**src/rtl/sha_pkg.sv**
```systemverilog
`default_nettype none
// ============================================================================
// Module   : sha_pkg
// Brief    : Shared state encoding, job type and mode constants for the
//            SHA chunk streamer.
// Revision : 1.0 - initial release
// ============================================================================
package sha_pkg;

    localparam int SHA256_CHUNK_BYTES = 64;
    localparam int SHA256_LEN_BYTES   = 8;
    localparam int SHA512_CHUNK_BYTES = 128;
    localparam int SHA512_LEN_BYTES   = 16;

    typedef enum logic [2:0] {
        ST_IDLE  = 3'd0,
        ST_FETCH = 3'd1,
        ST_PAD   = 3'd2,
        ST_EMIT  = 3'd3,
        ST_DONE  = 3'd4
    } ShaStreamerState;

    typedef struct packed {
        logic [63:0]  addr;
        logic [127:0] len;
    } ShaJob;

    // Bytes that padding always adds: the 0x80 marker plus the length field.
    function automatic int mandatory_pad_bytes(input int len_bytes);
        return 1 + len_bytes;
    endfunction

endpackage
`default_nettype wire

```
**src/rtl/sha_pad_word_gen.sv**
```systemverilog
`default_nettype none
// ============================================================================
// Module   : sha_pad_word_gen
// Brief    : Combinational formatter producing one padded big-endian word of
//            the message stream from its byte offset.
// Revision : 1.0 - initial release
// ============================================================================
module sha_pad_word_gen #(
    parameter int WORD_BYTES  = 4,
    parameter int CHUNK_BYTES = 64,
    parameter int LEN_BYTES   = 8,
    parameter int ADDR_W      = 32,
    parameter int LEN_W       = 64
) (
    input  logic [ADDR_W-1:0]       off,
    input  logic [ADDR_W-1:0]       msg_bytes,
    input  logic [LEN_W-1:0]        job_len,
    input  logic [WORD_BYTES*8-1:0] mem_word,
    input  logic                    final_chunk,
    output logic [WORD_BYTES*8-1:0] word
);

    localparam int CB_LOG2 = $clog2(CHUNK_BYTES);
    localparam int LB_LOG2 = $clog2(LEN_BYTES);
    localparam logic [CB_LOG2-1:0] LEN_START = CB_LOG2'(CHUNK_BYTES - LEN_BYTES);

    logic [LEN_BYTES*8-1:0] w_len_field;
    logic [7:0]             w_len_b [LEN_BYTES];

    assign w_len_field = (LEN_BYTES*8)'(job_len);

    for (genvar j = 0; j < LEN_BYTES; j++) begin : g_len
        assign w_len_b[j] = w_len_field[(LEN_BYTES-1-j)*8 +: 8];
    end

    // LEN_START is a multiple of LEN_BYTES, so the low position bits index the field directly.
    for (genvar b = 0; b < WORD_BYTES; b++) begin : g_byte
        logic [ADDR_W-1:0]  w_idx;
        logic [CB_LOG2-1:0] w_pos;
        logic [7:0]         w_byte;

        assign w_idx  = off + ADDR_W'(b);
        assign w_pos  = w_idx[CB_LOG2-1:0];
        assign w_byte = (w_idx < msg_bytes)  ? mem_word[(WORD_BYTES-1-b)*8 +: 8] :
                        (w_idx == msg_bytes) ? 8'h80 :
                        (final_chunk && (w_pos >= LEN_START)) ? w_len_b[w_pos[LB_LOG2-1:0]] :
                        8'h00;
        assign word[(WORD_BYTES-1-b)*8 +: 8] = w_byte;
    end

endmodule
`default_nettype wire

```
**src/rtl/sha_chunk_streamer.sv**
```systemverilog
`default_nettype none
// ============================================================================
// Module   : sha_chunk_streamer
// Brief    : Fetches a message from memory, applies SHA padding and streams
//            complete chunks to the compression core.
// Revision : 1.0 - initial release
// ============================================================================
module sha_chunk_streamer
    import sha_pkg::*;
#(
    parameter int WORD_BYTES  = 4,
    parameter int CHUNK_BYTES = SHA256_CHUNK_BYTES,
    parameter int LEN_BYTES   = SHA256_LEN_BYTES,
    parameter int ADDR_W      = 32,
    parameter int LEN_W       = 64
) (
    input  logic                     clk,
    input  logic                     rst,
    input  logic                     job_vld,
    output logic                     job_rdy,
    input  logic [ADDR_W-1:0]        job_addr,
    input  logic [LEN_W-1:0]         job_len,
    output logic                     mem_req_vld,
    input  logic                     mem_req_rdy,
    output logic [ADDR_W-1:0]        mem_req_addr,
    input  logic                     mem_rsp_vld,
    input  logic [WORD_BYTES*8-1:0]  mem_rsp_data,
    output logic                     chunk_vld,
    input  logic                     chunk_rdy,
    output logic [CHUNK_BYTES*8-1:0] chunk_data,
    output logic                     chunk_last,
    output logic                     done_vld,
    output logic                     done_err,
    output logic [LEN_W-9:0]         done_nchunks
);

    localparam int WORD_W  = WORD_BYTES * 8;
    localparam int CHUNK_W = CHUNK_BYTES * 8;
    localparam int WPC     = CHUNK_BYTES / WORD_BYTES;
    localparam int IDX_W   = $clog2(WPC) + 1;
    localparam int NCH_W   = LEN_W - 8;
    localparam int PAD_MIN = mandatory_pad_bytes(LEN_BYTES);
    localparam logic [IDX_W-1:0] C_FULL = IDX_W'(WPC);

    ShaStreamerState     r_state;
    logic                r_job_rdy, r_req_vld, r_wait;
    logic                r_chunk_vld, r_chunk_last, r_done_vld, r_done_err;
    logic [ADDR_W-1:0]   r_req_addr, r_base, r_msg_bytes, r_off, r_cbase;
    logic [LEN_W-1:0]    r_len;
    logic [IDX_W-1:0]    r_widx;
    logic [CHUNK_W-1:0]  r_chunk;
    logic [NCH_W-1:0]    r_nchunks;

    logic [WORD_W-1:0]   w_word;
    logic                w_final, w_has_data, w_full;

    // A chunk is final once its end covers the message plus marker and length field.
    assign w_final    = (r_cbase + ADDR_W'(CHUNK_BYTES)) >= (r_msg_bytes + ADDR_W'(PAD_MIN));
    assign w_has_data = r_off < r_msg_bytes;
    assign w_full     = r_widx == C_FULL;

    sha_pad_word_gen #(
        .WORD_BYTES  (WORD_BYTES),
        .CHUNK_BYTES (CHUNK_BYTES),
        .LEN_BYTES   (LEN_BYTES),
        .ADDR_W      (ADDR_W),
        .LEN_W       (LEN_W)
    ) u_pad_word_gen (
        .off         (r_off),
        .msg_bytes   (r_msg_bytes),
        .job_len     (r_len),
        .mem_word    (mem_rsp_data),
        .final_chunk (w_final),
        .word        (w_word)
    );

    always_ff @(posedge clk) begin
        if (rst) begin
            r_state      <= ST_IDLE;
            r_job_rdy    <= 1'b0;
            r_req_vld    <= 1'b0;
            r_wait       <= 1'b0;
            r_chunk_vld  <= 1'b0;
            r_chunk_last <= 1'b0;
            r_done_vld   <= 1'b0;
            r_done_err   <= 1'b0;
            r_req_addr   <= '0;
            r_base       <= '0;
            r_msg_bytes  <= '0;
            r_off        <= '0;
            r_cbase      <= '0;
            r_len        <= '0;
            r_widx       <= '0;
            r_chunk      <= '0;
            r_nchunks    <= '0;
        end else begin
            case (r_state)
                ST_IDLE: begin
                    r_job_rdy <= 1'b1;
                    if (job_vld && r_job_rdy) begin
                        r_job_rdy   <= 1'b0;
                        r_base      <= job_addr;
                        r_len       <= job_len;
                        r_msg_bytes <= ADDR_W'(job_len >> 3);
                        r_off       <= '0;
                        r_cbase     <= '0;
                        r_widx      <= '0;
                        r_nchunks   <= '0;
                        if (job_len[2:0] != 3'd0) begin
                            r_state    <= ST_DONE;
                            r_done_vld <= 1'b1;
                            r_done_err <= 1'b1;
                        end else begin
                            r_state <= ST_FETCH;
                        end
                    end
                end
                ST_FETCH: begin
                    if (w_full || (!w_has_data && !r_wait && !r_req_vld)) begin
                        r_state <= ST_PAD;
                    end else if (r_wait) begin
                        if (mem_rsp_vld) begin
                            r_wait  <= 1'b0;
                            r_chunk <= {r_chunk[CHUNK_W-WORD_W-1:0], w_word};
                            r_widx  <= r_widx + IDX_W'(1);
                            r_off   <= r_off + ADDR_W'(WORD_BYTES);
                        end
                    end else if (r_req_vld) begin
                        if (mem_req_rdy) begin
                            r_req_vld <= 1'b0;
                            r_wait    <= 1'b1;
                        end
                    end else begin
                        r_req_vld  <= 1'b1;
                        r_req_addr <= r_base + r_off;
                    end
                end
                ST_PAD: begin
                    if (w_full) begin
                        r_state      <= ST_EMIT;
                        r_chunk_vld  <= 1'b1;
                        r_chunk_last <= w_final;
                    end else begin
                        r_chunk <= {r_chunk[CHUNK_W-WORD_W-1:0], w_word};
                        r_widx  <= r_widx + IDX_W'(1);
                        r_off   <= r_off + ADDR_W'(WORD_BYTES);
                    end
                end
                ST_EMIT: begin
                    if (chunk_rdy) begin
                        r_chunk_vld  <= 1'b0;
                        r_chunk_last <= 1'b0;
                        r_widx       <= '0;
                        r_cbase      <= r_off;
                        r_nchunks    <= r_nchunks + NCH_W'(1);
                        if (r_chunk_last) begin
                            r_state    <= ST_DONE;
                            r_done_vld <= 1'b1;
                        end else begin
                            r_state <= ST_FETCH;
                        end
                    end
                end
                ST_DONE: begin
                    r_done_vld <= 1'b0;
                    r_done_err <= 1'b0;
                    r_job_rdy  <= 1'b1;
                    r_state    <= ST_IDLE;
                end
                default: begin
                    r_state <= ST_IDLE;
                end
            endcase
        end
    end

    assign job_rdy      = r_job_rdy;
    assign mem_req_vld  = r_req_vld;
    assign mem_req_addr = r_req_addr;
    assign chunk_vld    = r_chunk_vld;
    assign chunk_data   = r_chunk;
    assign chunk_last   = r_chunk_last;
    assign done_vld     = r_done_vld;
    assign done_err     = r_done_err;
    assign done_nchunks = r_nchunks;

endmodule
`default_nettype wire

```
**config.mk**
```make
export PLATFORM = sky130hd
export DESIGN_NAME = sha_chunk_streamer
export DESIGN_NICKNAME = d
export VERILOG_FILES = /design/src/rtl/sha_pkg.sv /design/src/rtl/sha_pad_word_gen.sv /design/src/rtl/sha_chunk_streamer.sv
export SDC_FILE = /design/constraint.sdc
export NUM_CORES = 2
export LEC_CHECK = 0
export ABC_AREA = 1
export BUFFER_PORTS_ARGS = -buffer_cell sky130_fd_sc_hd__clkbuf_2
export CAP_MARGIN = 20
export CELL_PAD_IN_SITES_DETAIL_PLACEMENT = 2
export CELL_PAD_IN_SITES_GLOBAL_PLACEMENT = 2
export CORE_MARGIN = 4
export CORE_UTILIZATION = 27
export DETAILED_ROUTE_END_ITERATION = 7
export GPL_TIMING_DRIVEN = 0
export PLACE_DENSITY = 0.76
export SETUP_SLACK_MARGIN = 0.4
export SLEW_MARGIN = 10
export SYNTH_ARGS = -nofsm -noshare
export SYNTH_HDL_FRONTEND = slang
export SYNTH_SLANG_ARGS = --single-unit
export TNS_END_PERCENT = 20
```
**constraint.sdc**
```tcl
create_clock -name clk -period 3.45 [get_ports clk]
set_input_delay 0.345 -clock clk [delete_from_list [all_inputs] [get_ports clk]]
set_output_delay 0.345 -clock clk [all_outputs]
set_load 0.02 [all_outputs]
```
# Word-level counts from Yosys, hierarchy flattened
# Cells that the tools add are included.
# totals
regBits	807
inputBits	134
word_cells	170
# op_classes
addsub	9
magnitude_cmp	13
n_eq_ne	19
muxes	73
bitwise_logic	7
n_reduce_logical	32
# ops
cell	count
512-bit 2-to-1 mux	4
512-bit one-hot mux with 2 select lines	1
32-bit 2-to-1 mux	6
8-bit 2-to-1 mux	20
32-bit == test	4
32-bit less-than comparator	4
56-bit 2-to-1 mux	2
56-bit one-hot mux with 2 select lines	1
8-bit binary-select mux with 3-bit select	4
32-bit one-hot mux with 3 select lines	1
32-bit by 2-bit adder with 32-bit output, second input constant	2
32-bit one-hot mux with 2 select lines	1
56-bit by 1-bit adder with 56-bit output, second input constant	1
32-bit by 1-bit adder with 32-bit output, second input constant	1
32-bit by 3-bit adder with 32-bit output, second input constant	1
32-bit adder	1
32-bit by 4-bit adder with 32-bit output, second input constant	1
32-bit by 7-bit adder with 32-bit output, second input constant	1
32-bit >= comparator	1
5-bit 2-to-1 mux	6
6-bit >= comparator, second input constant	4
2-bit != test, second input constant	10
5-bit one-hot mux with 4 select lines	1
3-bit 2-to-1 mux	6
25 further kinds	69

# Logic depth before layout (Yosys ltp)
# logic_depth
depth_word	12
depth_mapped	24

# By module
# A second synthesis with hierarchy kept.
# hier_totals
hier_cells	7095
hier_area_um2	44189.9
# modules_own_cells
module	n_inst	cells_each	area_each_um2	seq_area_each_um2
sha_chunk_streamer	1	5773	36966.7	15434.8
sha_pad_word_gen	1	1322	7223.2	0.0

# Least setup slack after synthesis
# OpenSTA, ideal clock, no wires.
# synth_path
path_kind	register -> register
start	reg r_cbase[6]
end	reg r_chunk[18], in the netlist chunk_data[18]
setup_ps	64
arrival_time_ps	3225
slack_ps	161
stages_incl_launch_ff	22
n_path_buf	0
period_less_slack_ps	3289
path_cell_list	dfxtp_1 -> ha_1 -> nand3_1 -> nor3_1 -> nand4_1 -> nor2_1 -> nand2_1 -> nor2_1 -> nand4_1 -> xor2_1 -> inv_1 -> ha_1 -> nand2_1 -> nor2_1 -> nand2_1 -> nor4_1 -> nand2_1 -> nand2_1 -> nand3_1 -> nor2_1 -> nor2_1 -> nor2_1
# synth_between
elab_chain_len	10
elab_cells_between_ends	11
cone_classes	add/sub (1); order compare (1); mux (8); reduce/logical (1)
# synth_lines
element	line_no	text
start, declared	sha_chunk_streamer.sv:48	logic [ADDR_W-1:0] r_req_addr, r_base, r_msg_bytes, r_off, r_cbase;
start signal, assigned	sha_chunk_streamer.sv:154	r_cbase <= r_off;
32-bit by 7-bit adder with 32-bit output *	sha_chunk_streamer.sv:58	assign w_final = (r_cbase + ADDR_W'(CHUNK_BYTES)) >= (r_msg_bytes + ADDR_W'(PAD_MIN));
32-bit >= comparator *	sha_chunk_streamer.sv:58	
1-bit logical AND *	sha_pad_word_gen.sv:46	(final_chunk && (w_pos >= LEN_START)) ? w_len_b[w_pos[LB_LOG2-1:0]] :
8-bit 2-to-1 mux *	sha_pad_word_gen.sv:46	
8-bit 2-to-1 mux *	sha_pad_word_gen.sv:45	(w_idx == msg_bytes) ? 8'h80 :
8-bit 2-to-1 mux *	sha_pad_word_gen.sv:44	assign w_byte = (w_idx < msg_bytes) ? mem_word[(WORD_BYTES-1-b)*8 +: 8] :
512-bit 2-to-1 mux	sha_chunk_streamer.sv:122	if (mem_rsp_vld) begin
512-bit 2-to-1 mux	sha_chunk_streamer.sv:121	end else if (r_wait) begin
512-bit 2-to-1 mux	sha_chunk_streamer.sv:119	if (w_full || (!w_has_data && !r_wait && !r_req_vld)) begin
512-bit one-hot mux with 2 select lines *	sha_chunk_streamer.sv:97	case (r_state)
end signal, assigned	sha_chunk_streamer.sv:124	r_chunk <= {r_chunk[CHUNK_W-WORD_W-1:0], w_word};
end signal, assigned	sha_chunk_streamer.sv:144	r_chunk <= {r_chunk[CHUNK_W-WORD_W-1:0], w_word};
end, declared	sha_chunk_streamer.sv:51	logic [CHUNK_W-1:0] r_chunk;
# Mark *: on every way between the ends. The rest lies on a longest branch, timed or not. The select of a mux whose other input is x is not followed.
# A chain may end at the register's enable or synchronous reset.

# Worst setup path after layout
# layout_path
start	reg r_msg_bytes[1]
end	reg r_chunk[23], in the netlist chunk_data[23]
# layout_between
elab_chain_len	10
elab_cells_between_ends	20
cone_classes	add/sub (1); order compare (3); eq/ne (2); mux (8); reduce/logical (6)
# layout_lines
element	line_no	text
start, declared	sha_chunk_streamer.sv:48	
start signal, assigned	sha_chunk_streamer.sv:104	r_msg_bytes <= ADDR_W'(job_len >> 3);
32-bit by 4-bit adder with 32-bit output	sha_chunk_streamer.sv:58	
32-bit >= comparator	sha_chunk_streamer.sv:58	
1-bit logical AND	sha_pad_word_gen.sv:46	
8-bit 2-to-1 mux	sha_pad_word_gen.sv:46	
8-bit 2-to-1 mux	sha_pad_word_gen.sv:45	
8-bit 2-to-1 mux	sha_pad_word_gen.sv:44	
512-bit 2-to-1 mux	sha_chunk_streamer.sv:122	
512-bit 2-to-1 mux	sha_chunk_streamer.sv:121	
512-bit 2-to-1 mux	sha_chunk_streamer.sv:119	
512-bit one-hot mux with 2 select lines	sha_chunk_streamer.sv:97	
# Parallel ways exist; a longest one is shown, timed or not. The select of a mux whose other input is x is not followed.

==> impl_metrics.py <==
metrics = {
    "die": {
        "die_x_um": 375.2,
        "die-area_um2": 140800,
        "start_util": 0.2724,
        "row_count": 134,
        "core_area_um2": 133600,
        "fp.dieH_um": 375.2,
        "io_pins": 740,
    },
    "grt": {
        "grtUsageTotal": 0.2729,
        "antenna_found_initial": 16,
        "grt_start_max_net_pins": 16,
        "grt_pass1_wl_mm": 289.9,
        "grt_overflow": 0,
        "grt_pass1_vias": 43220,
    },
    "clock_network": {
        "cts_tree": "built",
        "clockRootBuffer": "clkbuf_16",
        "clk_pin_slew_worst_paths_ns": 0.06,
        "cts_sinks": 772,
        "cts_buffers": 95,
        "clock_path_buffers": 3,
        "cts_max_level": 3,
        "clock_latency_ns": 0.73,
    },
    "route": {
        "drc": 0,
        "drt_first_iter_violations": 2112,
        "via_count": 41130,
        "wl_per_cell_um": 25.19,
        "detail_route.first_pass.iterations": 6,
        "drt_wl_total_mm": 205.5,
        "vias_per_cell": 5.041,
        "ant_nets": 0,
    },
    "worst_hold_path": {
        "hold_depth": 5,
        "hold_end": "chunk_data[7]$_SDFFE_PP0P_",
        "hold_path_class": "primary input to flop",
        "worstHoldStart": "mem_rsp_data[7]",
    },
    "worst_setup_path": {
        "arrival_ns": 4.34,
        "r2r_end": "chunk_data[23]$_SDFFE_PP0P_",
        "cp_max_fo": 8,
        "reg2reg_slack_ns": -0.30,
        "reg2reg_from": "r_msg_bytes[1]$_SDFFE_PP0P_",
        "cp-start-kind": "flop",
        "cp-end-kind": "flop",
        "ff2ff_path_depth": 20,
        "cp.required_ns": 4.04,
        "critPathKind": "flop to flop",
    },
    "final_layout": {
        "final_common_cell": "nor2_1",
        "regArea_um2": 15540,
        "multiInputGateArea_um2": 19620,
        "layout-area-overhead-vs-synth_pct": 36.87,
        "nFillCells": 15640,
        "layout-drive-gt1-share": 0.2252,
        "fin_nets": 6598,
        "final_cell_mix": "nor2_1, nand2_1, clkbuf_2",
    },
    "yosys": {
        "synth-async-reset-ratio": 0,
        "synthCells": 5285,
        "synth_ff_type": "dfxtp_1",
        "synth.distinct_cells": 47,
        "synth_edf_count": 0,
        "syn_nets": 5571,
        "ys_seq_elements": 772,
        "seq_area_frac_synth": 0.4246,
        "yosysWarnings": 0,
        "synth_area_per_cell_um2": 6.888,
        "syn_area_um2": 36400,
    },
    "timing": {
        "rsz0062_at_grt": "yes",
        "setup_ws_ns": -0.2962,
        "clock_skew_ns": 0.05463,
        "setup_viol_count_final": 33,
        "finalMaxSlewViolations": 0,
        "worst_slew_pin_slew_ns": 1.173,
        "hold_viol_final": 0,
        "fin_crit_sh": 1.086,
        "clock.fmax_mhz": 266.9,
        "max_slew_margin": 0.2180,
        "fin_crit_ns": 3.746,
    },
    "place": {
        "gp_congestion": 0.9037,
        "port_buffers": 738,
        "pre_cts_ws_ns": -1.184,
        "dpl.hpwl_mm": 156.8,
    },
    "outcome": {
        "violations": "setup timing",
        "status": "finished, violations left",
    },
    "power_and_ir_drop": {
        "p_leak_nw": 21.54,
        "irDropWorstVdd_uv": 533.7,
        "power.total_w": 0.05170,
        "power_density_nw_per_um2": 1038,
    },
    "job": {
        "max_cap_viol_count": 0,
    },
}
==> where the power goes <==
group	switching [W]	internal (W)	total, W
combinational	0.0171	0.00816	0.0253
sequential	0.00357	0.0120	0.0155
clock	0.00446	0.00642	0.0109
total	0.0252	0.0265	0.0517
==> area by class of cell <==
class / count / area share
diodes: 4 / 0.0002009
plain buffers: 329 / 0.04104
clock buffers: 137 / 0.05613
clock inverters: 34 / 0.01155
inverters: 316 / 0.02516
multi-input cells: 3868 / 0.3938
flip-flops and latches: 772 / 0.3119
well taps: 1768 / 0.04440
repair buffers: 930 / 0.1159
==> registers in the layout (all words and copies together) (netlist names) <==
name,count
mem_req_addr,32
r_widx,5
mem_req_vld,1
r_wait,1
r_state,3
r_msg_bytes,31
chunk_last,1
r_cbase,31
done_vld,1
job_rdy,1
done_err,1
r_len,33
chunk_data,512
done_nchunks,56
chunk_vld,1
r_off,30
r_base,32
==> how the worst max path moves through the flow <==
stage | startpoint | endpoint | cells after the start
3_3_place_gp | r_len[34]$_SDFFE_PP0P_ | chunk_data[69]$_SDFFE_PP0P_ | 16
2_1_floorplan | r_msg_bytes[1]$_SDFFE_PP0P_ | chunk_data[0]$_SDFFE_PP0P_ | 23
4_1_cts | r_msg_bytes[0]$_SDFFE_PP0P_ | chunk_data[14]$_SDFFE_PP0P_ | 22
3_5_place_dp | r_len[34]$_SDFFE_PP0P_ | chunk_data[69]$_SDFFE_PP0P_ | 16
5_1_grt | r_msg_bytes[6]$_SDFFE_PP0P_ | chunk_data[14]$_SDFFE_PP0P_ | 18
6_report | r_msg_bytes[1]$_SDFFE_PP0P_ | chunk_data[23]$_SDFFE_PP0P_ | 20
==> cell usage after synthesis (9+ instances only) <==
master	number	area, um^2
nor2_1	1364	5120
buf_4	20	150.1
nand2_1	872	3273
ha_1	152	1902
nor4_1	19	118.9
a21oi_1	317	1587
nor3_1	58	290.3
clkbuf_1	246	923.4
inv_1	308	1156
or2_2	9	56.30
buf_1	12	45.04
nand3_1	251	1256
nand4_1	85	531.8
xor2_1	77	674.4
buf_2	48	240.2
xnor2_1	20	175.2
o21ai_0	581	2908
dfxtp_1	772	15450
==> worst max-delay path, cell delays in order, from the launching register on <==
cell and delay (ns):
dfxtp_4 0.40, nand3_4 0.10, nand2_4 0.07, nand2_4 0.06
nor3_4 0.21, nand4_1 0.28, nor3_4 0.35, nand4_1 0.21
xor2_2 0.23, ha_1 0.35, nand2_4 0.10, nor2_1 0.06
nor2_1 0.16, nand3_2 0.13, nor2_4 0.20, nand2_8 0.14
buf_4 0.18, nand3_1 0.07, nand2_2 0.10, a21oi_2 0.16
nor2_1 0.06
==> routing by layer <==
| layer | vias to the layer above | track usage | part of all wire |
|---|---|---|---|
| met5 | - | 0 | 0.00014 |
| met4 | 4 | 0.09391 | 0.043 |
| met3 | 325 | 0.05102 | 0.052 |
| met2 | 1080 | 0.4648 | 0.47 |
| met1 | 20560 | 0.3459 | 0.44 |
| li1 | 19160 | - | - |
==> timing repair <==
item / 4_1_cts / 5_1_grt
pin swaps: 31 / 51
endpoints found under the hold margin: 101 / 0
hold buffers: 101 / 0
buffers inserted: 50 / 22
resized for setup: 319 / 377
gates cloned: 4 / 10
setup endpoints to repair: 687 / 604
==> metrics by stage <==
stage | setup TNS (ns) | hold slack (ns) | utilization | area, um^2 | cells
after floorplan | 0 | 0.4244 | - | 36460 | 5285
after global placement | -231.27 | 0.4344 | 0.3170 | 42360 | 7791
after detailed placement | -198.48 | 0.4523 | 0.3173 | 42410 | 7794
after CTS | -4.390 | 0.0007596 | 0.3610 | 48240 | 8120
after global routing | -14.06 | 0.04668 | 0.3728 | 49810 | 8154
final | -7.461 | 0.02444 | 0.3728 | 49820 | 8158
==> kinds of logic after synthesis <==
group           after synthesis  share of synthesized area
compound gates              935                     0.1312
xor+xnor                     97                    0.02334
fa+ha+maj                   152                    0.05225
buf+inv                     645                    0.07084
flops                       772                     0.4246
simple gates               2684                     0.2978
No activity file was read; power rests on OpenSTA's default activity.
